--- src/rtl/sevenseg_scan_n_if.sv ---
// Display-side bundle for the multiplexed seven-segment scanner.
// Display logic drives digit, mask and brightness values; the scanner drives the pins.
interface sevenseg_scan_n_if #(
  parameter int NDIG     = 8,
  parameter int BRIGHT_W = 3
);
  logic [NDIG-1:0][3:0]   digits;
  logic [NDIG-1:0]        blank;
  logic [NDIG-1:0]        dpmask;
  logic [BRIGHT_W-1:0]    bright;
  logic [NDIG-1:0]        anode_l;
  logic [6:0]             segs_l;
  logic                   dp_l;
  logic                   frame_tick;

  modport master (
    output digits, blank, dpmask, bright,
    input  anode_l, segs_l, dp_l, frame_tick
  );

  modport slave (
    input  digits, blank, dpmask, bright,
    output anode_l, segs_l, dp_l, frame_tick
  );
endinterface

--- src/rtl/sevenseg_scan_n.sv ---
// Multiplexed NDIG-digit seven-segment scanner: prescaled slots, one-clock dead time, PWM dimming.
// Optional leading-zero suppression when SEVENSEG_LZ_BLANK_EN is defined.
module sevenseg_scan_lane #(
  parameter int IW   = 3,
  parameter int LANE = 0
) (
  input  logic [IW-1:0] idx,
  input  logic [3:0]    digit,
  input  logic          blank,
  input  logic          dpmask,
  output logic          sel,
  output logic [3:0]    digit_sel,
  output logic          dark_sel,
  output logic          dp_sel
);
  // Each lane contributes only while selected, so the top can OR-reduce instead of muxing.
  assign sel       = (idx == IW'(LANE));
  assign digit_sel = sel ? digit : 4'h0;
  assign dark_sel  = sel & blank;
  assign dp_sel    = sel & dpmask;
endmodule

module sevenseg_scan_n #(
  parameter int NDIG     = 8,
  parameter int PRESCALE = 1024,
  parameter int BRIGHT_W = 3
) (
  input  logic               clk,
  input  logic               rst,
  sevenseg_scan_n_if.slave   bus
);
  localparam int PW = $clog2(PRESCALE);
  localparam int IW = (NDIG > 1) ? $clog2(NDIG) : 1;
  localparam logic [PW-1:0] PRE_LAST = PW'(PRESCALE - 1);
  localparam logic [IW-1:0] IDX_LAST = IW'(NDIG - 1);

  logic [PW-1:0]        pre;
  logic [IW-1:0]        idx;
  logic [BRIGHT_W-1:0]  pwm;
  logic [NDIG-1:0]      blank_eff;
  logic [NDIG-1:0]      sel, dark_sel, dp_sel;
  logic [NDIG-1:0][3:0] digit_sel;
  logic [3:0]           cur_digit;
  logic                 cur_dark, cur_dp, pwm_on, en;

  function automatic logic [6:0] hexdec(input logic [3:0] d);
    case (d)
      4'h0: hexdec = 7'h40;  4'h1: hexdec = 7'h79;
      4'h2: hexdec = 7'h24;  4'h3: hexdec = 7'h30;
      4'h4: hexdec = 7'h19;  4'h5: hexdec = 7'h12;
      4'h6: hexdec = 7'h02;  4'h7: hexdec = 7'h78;
      4'h8: hexdec = 7'h00;  4'h9: hexdec = 7'h10;
      4'hA: hexdec = 7'h08;  4'hB: hexdec = 7'h03;
      4'hC: hexdec = 7'h46;  4'hD: hexdec = 7'h21;
      4'hE: hexdec = 7'h06;  default: hexdec = 7'h0E;
    endcase
  endfunction

  always_ff @(posedge clk or posedge rst) begin
    if (rst) begin
      pre <= '0;
      idx <= '0;
      pwm <= '0;
    end else begin
      pwm <= pwm + 1'b1;
      if (pre == PRE_LAST) begin
        pre <= '0;
        idx <= (idx == IDX_LAST) ? '0 : idx + 1'b1;
      end else begin
        pre <= pre + 1'b1;
      end
    end
  end

`ifdef SEVENSEG_LZ_BLANK_EN
  logic [NDIG-1:0] lz_mask;
  logic            zero_run;

  // Walk down from the most significant digit; digit 0 always stays visible.
  always_comb begin
    lz_mask  = '0;
    zero_run = 1'b1;
    for (int i = NDIG - 1; i >= 0; i--) begin
      zero_run   = zero_run & (bus.digits[i] == 4'h0);
      lz_mask[i] = (i != 0) & zero_run;
    end
  end

  assign blank_eff = bus.blank | lz_mask;
`else
  assign blank_eff = bus.blank;
`endif

  for (genvar i = 0; i < NDIG; i++) begin : g_lane
    sevenseg_scan_lane #(.IW(IW), .LANE(i)) u_lane (
      .idx       (idx),
      .digit     (bus.digits[i]),
      .blank     (blank_eff[i]),
      .dpmask    (bus.dpmask[i]),
      .sel       (sel[i]),
      .digit_sel (digit_sel[i]),
      .dark_sel  (dark_sel[i]),
      .dp_sel    (dp_sel[i])
    );
  end

  always_comb begin
    cur_digit = 4'h0;
    for (int i = 0; i < NDIG; i++) cur_digit = cur_digit | digit_sel[i];
  end

  assign cur_dark = |dark_sel;
  assign cur_dp   = |dp_sel;
  assign pwm_on   = (&bus.bright) || (pwm < bus.bright);
  // pre==0 is the dead slot between digits so the previous anode never ghosts.
  assign en       = !cur_dark && (pre != '0) && pwm_on;

  always_ff @(posedge clk or posedge rst) begin
    if (rst) begin
      bus.anode_l    <= '1;
      bus.segs_l     <= 7'h7F;
      bus.dp_l       <= 1'b1;
      bus.frame_tick <= 1'b0;
    end else begin
      bus.anode_l    <= ~({NDIG{en}} & sel);
      bus.segs_l     <= en ? hexdec(cur_digit) : 7'h7F;
      bus.dp_l       <= !(en && cur_dp);
      bus.frame_tick <= (pre == PRE_LAST) && (idx == IDX_LAST);
    end
  end
endmodule

--- src/flat_wrapper.sv ---
// flat-port wrapper written by rule: the top's interface ports become plain ports
module sevenseg_scan_n_flat 
#(
  parameter int NDIG     = 8,
  parameter int PRESCALE = 1024,
  parameter int BRIGHT_W = 3
)
  (clk, rst, bus_digits, bus_blank, bus_dpmask, bus_bright, bus_anode_l, bus_segs_l, bus_dp_l, bus_frame_tick);
  sevenseg_scan_n_if #(.NDIG(NDIG), .BRIGHT_W(BRIGHT_W)) bus_i ();
  input  logic clk;
  input  logic rst;
  input wire logic [$bits(bus_i.digits)-1:0] bus_digits;
  input wire logic [$bits(bus_i.blank)-1:0] bus_blank;
  input wire logic [$bits(bus_i.dpmask)-1:0] bus_dpmask;
  input wire logic [$bits(bus_i.bright)-1:0] bus_bright;
  output wire logic [$bits(bus_i.anode_l)-1:0] bus_anode_l;
  output wire logic [$bits(bus_i.segs_l)-1:0] bus_segs_l;
  output wire logic [$bits(bus_i.dp_l)-1:0] bus_dp_l;
  output wire logic [$bits(bus_i.frame_tick)-1:0] bus_frame_tick;
  assign bus_i.digits = bus_digits;
  assign bus_i.blank = bus_blank;
  assign bus_i.dpmask = bus_dpmask;
  assign bus_i.bright = bus_bright;
  assign bus_anode_l = bus_i.anode_l;
  assign bus_segs_l = bus_i.segs_l;
  assign bus_dp_l = bus_i.dp_l;
  assign bus_frame_tick = bus_i.frame_tick;
  sevenseg_scan_n #(.NDIG(NDIG), .PRESCALE(PRESCALE), .BRIGHT_W(BRIGHT_W)) u_core (.clk(clk), .rst(rst), .bus(bus_i));
endmodule
--- config.mk ---
export PLATFORM = sky130hd
export DESIGN_NAME = sevenseg_scan_n_flat
export DESIGN_NICKNAME = d
export VERILOG_FILES = /design/src/rtl/sevenseg_scan_n_if.sv /design/src/rtl/sevenseg_scan_n.sv /design/src/flat_wrapper.sv
export SDC_FILE = /design/constraint.sdc
export NUM_CORES = 1
export LEC_CHECK = 0
export CAP_MARGIN = 10
export CORE_MARGIN = 2
export CORE_UTILIZATION = 41
export DETAILED_ROUTE_END_ITERATION = 10
export GPL_TIMING_DRIVEN = 0
export PLACE_DENSITY = 0.83
export SYNTH_ARGS = -nofsm -noshare
export SYNTH_HDL_FRONTEND = slang
export SYNTH_SLANG_ARGS = --single-unit
--- constraint.sdc ---
create_clock -name clk -period 2.31 [get_ports clk]
set_input_delay 0.462 -clock clk [delete_from_list [all_inputs] [get_ports clk]]
set_output_delay 0.462 -clock clk [all_outputs]
set_load 0.01 [all_outputs]
# Word-level counts from Yosys, hierarchy flattened
# Memories as Yosys holds them, arrays and structs flattened.
# Cells that the tools add are included.
dict set report word_totals {
  register_bits 33
  rom_bits 112
  in_bits 53
  out_inout_bits 17
  n_memories 1
}
dict set report op_classes {
  add_sub_neg 3
  order_cmp 1
  n_eq_ne 8
  n_mux 11
  bitwise 25
  reduce_logical 12
}
# memory words width read_ports rd_ports_with_merged_regs wr line_no
set memory_table {}
lappend memory_table {{(no name shown)} 16 7 1 0 0 sevenseg_scan_n.sv:47} ;# case (d)
# operator count
set ops {}
lappend ops {{two-way mux 4 bit} 8}
lappend ops {{bitwise OR 4 bit} 7}
lappend ops {{bitwise AND 1 bit} 16}
lappend ops {{OR reduction 8 bit} 2}
lappend ops {{== test 3 bit (second input constant)} 4}
lappend ops {{adder 10 x 1 -> 10 bit (second input constant)} 1}
lappend ops {{== test 10 bit (second input constant)} 1}
lappend ops {{two-way mux 10 bit} 1}
lappend ops {{nonzero test 10 bit} 1}
lappend ops {{bitwise AND 8 bit} 1}
lappend ops {{inverter 8 bit} 1}
lappend ops {{two-way mux 7 bit} 1}
lappend ops {{adder 3 x 1 -> 3 bit (second input constant)} 2}
lappend ops {{== test 3 x 2 -> 1 bit (second input constant)} 2}
lappend ops {{logical AND 1 bit} 4}
lappend ops {{== test 3 x 1 -> 1 bit (second input constant)} 1}
lappend ops {{logical NOT 3 bit} 1}
lappend ops {{< comparator 3 bit} 1}
lappend ops {{two-way mux 3 bit} 1}
lappend ops {{AND reduction 3 bit} 1}
lappend ops {{logical NOT 1 bit} 2}
lappend ops {{logical OR 1 bit} 1}

# Logic depth before layout (Yosys ltp)
# Gate-level depths: netlist (run 1).
# An unclocked memory read counts as a cell.
dict set report logic_depth {
  ltp_word 11
  ltp_mapped 11
  mapped_depth_nobuf 10
}

# Modules after synthesis
# From an unflattened synthesis (run 1), not the netlist that was laid out.
dict set report unflattened {
  cells_unflattened 216
  hier_area_um2 2311.0
}
# module instances cells_per_inst area_per_inst_um2
set by_module_without_submodules {}
lappend by_module_without_submodules {sevenseg_scan_n 1 160 1739.2}
lappend by_module_without_submodules {{sevenseg_scan_lane at u_core.g_lane[1].u_lane ...} 3 7 82.6}
lappend by_module_without_submodules {{sevenseg_scan_lane at u_core.g_lane[3].u_lane ...} 3 7 68.8}
lappend by_module_without_submodules {{sevenseg_scan_lane at u_core.g_lane[7].u_lane} 1 7 60.1}
lappend by_module_without_submodules {{sevenseg_scan_lane at u_core.g_lane[0].u_lane} 1 7 57.6}

# Worst setup path after synthesis (run 1)
# OpenSTA, ideal clock, no wires.
dict set report synth_timing {
  kind {flip-flop to flip-flop}
  start {reg u_core.idx[0]}
  end {reg u_core.bus.segs_l[3]}
  arrival_ns 2.416
  required_time_ns 2.227
  slack_ns -0.189
  path_stages_with_launch 11
  path_buffers 1
  path_cell_list {dfrtp_1 -> inv_1 -> ha_1 -> buf_2 -> a222oi_1 -> mux2i_1 -> a221oi_2 -> inv_1 -> ha_1 -> and2_1 -> o32a_1}
}
dict set report synth_between {
  elab_chain_len 11
  word_cells_on_any_way 37
}
# element line_no
set synth_rtl {}
lappend synth_rtl {{start: declaration} sevenseg_scan_n.sv:38} ;# logic [IW-1:0] idx;
lappend synth_rtl {{start signal: assignment} sevenseg_scan_n.sv:68} ;# idx <= (idx == IDX_LAST) ? '0 : idx + 1'b1;
lappend synth_rtl {{== test 3 x 1 -> 1 bit / logical NOT 3 bit (equally long branches)} sevenseg_scan_n.sv:17} ;# assign sel = (idx == IW'(LANE));
lappend synth_rtl {{two-way mux 4 bit} sevenseg_scan_n.sv:18} ;# assign digit_sel = sel ? digit : 4'h0;
lappend synth_rtl {{bitwise OR 4 bit (7 in a row)} sevenseg_scan_n.sv:109} ;# for (int i = 0; i < NDIG; i++) cur_digit = cur_digit | digit_sel[i];
lappend synth_rtl {{memory (16 x 7 bit)} n/a}
lappend synth_rtl {{two-way mux 7 bit *} sevenseg_scan_n.sv:126} ;# bus.segs_l <= en ? hexdec(cur_digit) : 7'h7F;
lappend synth_rtl {{end signal: assignment} sevenseg_scan_n.sv:126}
lappend synth_rtl {{end: declaration} sevenseg_scan_n_if.sv:23} ;# output anode_l, segs_l, dp_l, frame_tick
# Mark *: on every way between the ends. The rest lies on a longest branch, timed or not.
# A chain may end at the register's enable or synchronous reset.

# Worst setup path in the final report (run 1)
dict set report layout_timing {
  start {reg u_core.idx[0]}
  end {reg u_core.bus.segs_l[5]}
}
# Same word-level chain as after synthesis.

==> key figures, run 1 <==
Status
  • Status: finished, violations left
  • Failing checks: negative setup slack

Logic synthesis
  • Syn Inst Count: ~190
  • Netlist Area Pre-Place: about 2000 µm²
  • Synth cell types: 47
  • Synth area leader: dfrtp_1
  • Ys Warns: 0
  • Mapped Nets: roughly 260
  • Number of synthesized flops with an enable pin: 0
  • Synth Register Bits: 33
  • Synth area leaders: dfrtp_1 (21%), dfstp_2 (21%), ha_1 (11%)
  • Area fraction of the dominant cell type after synthesis: between 20% and 30%
  • Sequential area share after synthesis: between 40% and 50%
  • Mean area per synthesized cell: between 10 and 15 µm²
  • FFs w/ async S/R, synth: 100%
  • Top_reg_cell synth: dfrtp_1

Clock tree
  • CTS tree: yes
  • CTS sink count: 33
  • CTS buffer count: 5
  • Max clock buf depth: 2
  • H-Tree Level Count: 2
  • Worst-Skew Late Latency: around 0.28 ns
  • Worst-path clk slew: ~0.070 ns
  • Root Buffer Master: clkbuf_8
  • Cts hold-fix bufs: 0

Hold path
  • Hold path start: u_core.pwm[0]
  • Hold Path End: u_core.pwm[0]
  • Hold crit path type: reg2reg
  • Hold Path Cell Cnt: 1

Placed design
  • DP HPWL: 3740 µm
  • Port Buffer Count: 69
  • Pre-CTS setup slack: -0.556 ns
  • Final GP Congestion: just under 0.9
  • Placed cell count: roughly 320

Global routing
  • First-pass GRT wire length: roughly 8900 µm
  • Largest net degree at the start of global routing: 34
  • Initial antenna violation count: 0
  • Gr usage total: roughly 22%
  • Total congestion overflow: 0
  • Vias in the first global route: approximately 2000

Drt
  • DRC violation total after the first TritonRoute iteration: between 90 and 100
  • WL per Instance: between 15 and 20 µm
  • Drt first pass iters: 5
  • Via count: 1925
  • Routed Antenna Nets: 0
  • Vias per inst: 5.41
  • Final wirelength: 5740 µm
  • # DRC: 0

Critical path
  • Startpoint types: flop
  • Crit path launch: u_core.idx[0]
  • WS Path Type: reg2reg
  • R2R depth: 9
  • R2r setup slk: -0.17 ns
  • Critical path endpoint category: flop
  • CP peak stage delay: about 0.44 ns
  • Slowest CP cell: dfrtp_2
  • R2r startpoint: u_core.idx[0]
  • Crit path DAT: between 2 and 3 ns
  • CP Data Required Time: around 2.5 ns
  • Reg2reg end: u_core.bus.segs_l[5]
  • Worst-path fanout max: 6
  • Crit path cell chain: ha_4, buf_8, a222oi_1, mux2i_1, a221o_2, ha_4, buf_4, mux2i_1, o221ai_2

STA
  • RSZ-0062 raised after global routing: true
  • Max Freq: ~400 MHz
  • Post-layout min period: between 2 and 2.5 ns
  • Hold Worst Slack: approximately 0.45 ns
  • Hold Vio Cnt, Final: 0
  • Ratio of final minimum period to clock period: 107%
  • Slew Viols, Final: 0
  • Worst-Margin Slew: around 0.43 ns
  • Final setup vio count: 6
  • PnR worst setup slack: -0.166 ns
  • Max-slew headroom: a little over 70%
  • Skew final: 0.00853 ns

Finish
  • Synthesis-to-layout area growth: 62.3%
  • Commonest non-fill, non-tap cell in the layout: clkdlybuf4s50_1
  • Most frequent cells in the layout: clkdlybuf4s50_1 (69), buf_4 (23), nand3_1 (18), dfstp_2 (16), dfrtp_1 (16)
  • Cell Count, Final, Fillers Out: 356
  • Number of antenna diodes: 0
  • Fin nets: between 300 and 400
  • Share of cells above drive strength 1: between 30% and 40%

Power
  • Max IR drop VDD: ~0.27 mV
  • Pwr dens: 402 nW/µm²
  • LEAKAGE: roughly 1.3 nW

Floorplanning
  • Initial Utilization: 42.5%
  • Io pins: 70
  • Die area: about 5500 µm²
  • Die width: approximately 74 µm
  • Die Ht: approximately 74 µm
  • # rows: 25
  • Core Region: roughly 4700 µm²

Job
  • Max_cap viols: 0
## synth_stat cells (4+ instances only)
| cell | number |
|---|---|
| a21oi_1 | 4 |
| a222oi_1 | 6 |
| a22oi_1 | 4 |
| buf_2 | 5 |
| dfrtp_1 | 17 |
| dfstp_2 | 16 |
| ha_1 | 17 |
| inv_1 | 12 |
| mux2i_1 | 6 |
| nand2_1 | 11 |
| nand3_1 | 19 |
| nor2_1 | 10 |
| o21ai_0 | 4 |
| xnor2_1 | 4 |
| xor2_1 | 4 |
## kinds of logic (layout without fill, tap and decap cells)
| group | after synthesis | count (layout) | share of synthesized area, % |
|---|---|---|---|
| mux | 10 | 10 | 5.80 |
| flops | 33 | 33 | 42.2 |
| fa+ha+maj | 17 | 17 | 10.6 |
| compound gates | 41 | 41 | 17.7 |
| buf+inv | 22 | 123 | 5.55 |
| simple gates | 57 | 57 | 14.7 |
| xor+xnor | 8 | 8 | 3.49 |
## power by group
group	switching [mW]	internal, mW
clock	0.196	0.243
combinational	0.101	0.166
sequential	0.00304	0.600
## worst max-delay path by stage
stage	cells after the start	slack [ns]	to
floorplan	11	-0.07	u_core.bus.segs_l[0]
global placement	9	-0.50	u_core.bus.segs_l[0]
detailed placement	9	-0.56	u_core.bus.segs_l[0]
CTS	10	-0.04	u_core.bus.segs_l[3]
global route	10	-0.25	u_core.bus.segs_l[5]
finish	9	-0.17	u_core.bus.segs_l[5]
## sequential cells by signal (all words and copies together) (netlist names)
| signal | count |
|---|---|
| u_core.pwm | 3 |
| u_core.idx | 3 |
| u_core.bus.frame_tick | 1 |
| u_core.bus.dp_l | 1 |
| u_core.pre | 10 |
| u_core.bus.anode_l | 8 |
| u_core.bus.segs_l | 7 |
## final cells by class
type / count / area [µm²]
inverter: 13 / 52.6
buffer: 7 / 70.1
tap: 67 / 83.8
timing repair buffer: 95 / 922
sequential: 33 / 847
multi-input combinational: 133 / 1190
fill: 339 / 1470
clock buffer: 8 / 90.1
## critical path: cells and delay by family, from the launching register on
| kind | cells | cell delay, ns |
|---|---|---|
| muxes | 2 | 0.35 |
| DFF | 1 | 0.44 |
| buffers and inverters | 2 | 0.25 |
| adders and majority gates | 2 | 0.38 |
| AOI/OAI and AO/OA | 3 | 0.94 |
## what timing repair did
action                                  in CTS  in global routing
setup buffers                               20                  4
pin swaps                                   16                 11
cloned                                       1                  0
resized for setup                           26                  5
endpoints found under the setup margin      16                 16
## metrics by stage
| step | TNS, ns | power, mW | utilization, % | area, µm² |
|---|---|---|---|---|
| 4_1_cts | -0.0974 | 1.29 | 67.4 | 3180 |
| 3_3_place_gp | -3.27 | 0.827 | 59.6 | 2820 |
| 2_1_floorplan | -0.130 | 0.698 | - | 2040 |
| 6_report | -0.433 | 1.31 | 68.9 | 3260 |
| 3_5_place_dp | -4.14 | 0.832 | 59.6 | 2820 |
| 5_1_grt | -1.76 | 1.37 | 68.9 | 3260 |
## metal layers
| layer | vias to the layer above | part of all wire [%] | global-route usage (%) |
|---|---|---|---|
| li1 | 902 | - | - |
| met4 | 0 | 2.0 | 7.47 |
| met2 | 84 | 53 | 38.2 |
| met5 | - | 0 | 0 |
| met3 | 11 | 5.8 | 5.15 |
| met1 | 928 | 40 | 25.7 |
No activity file was read; power rests on OpenSTA's default activity.
==> run 2, diff against run 1 <==
- SKIP_LAST_GASP: not set -> 1
==> results of run 2 <==
Same layout as run 1: the final DEF is identical, and so are final timing and power.
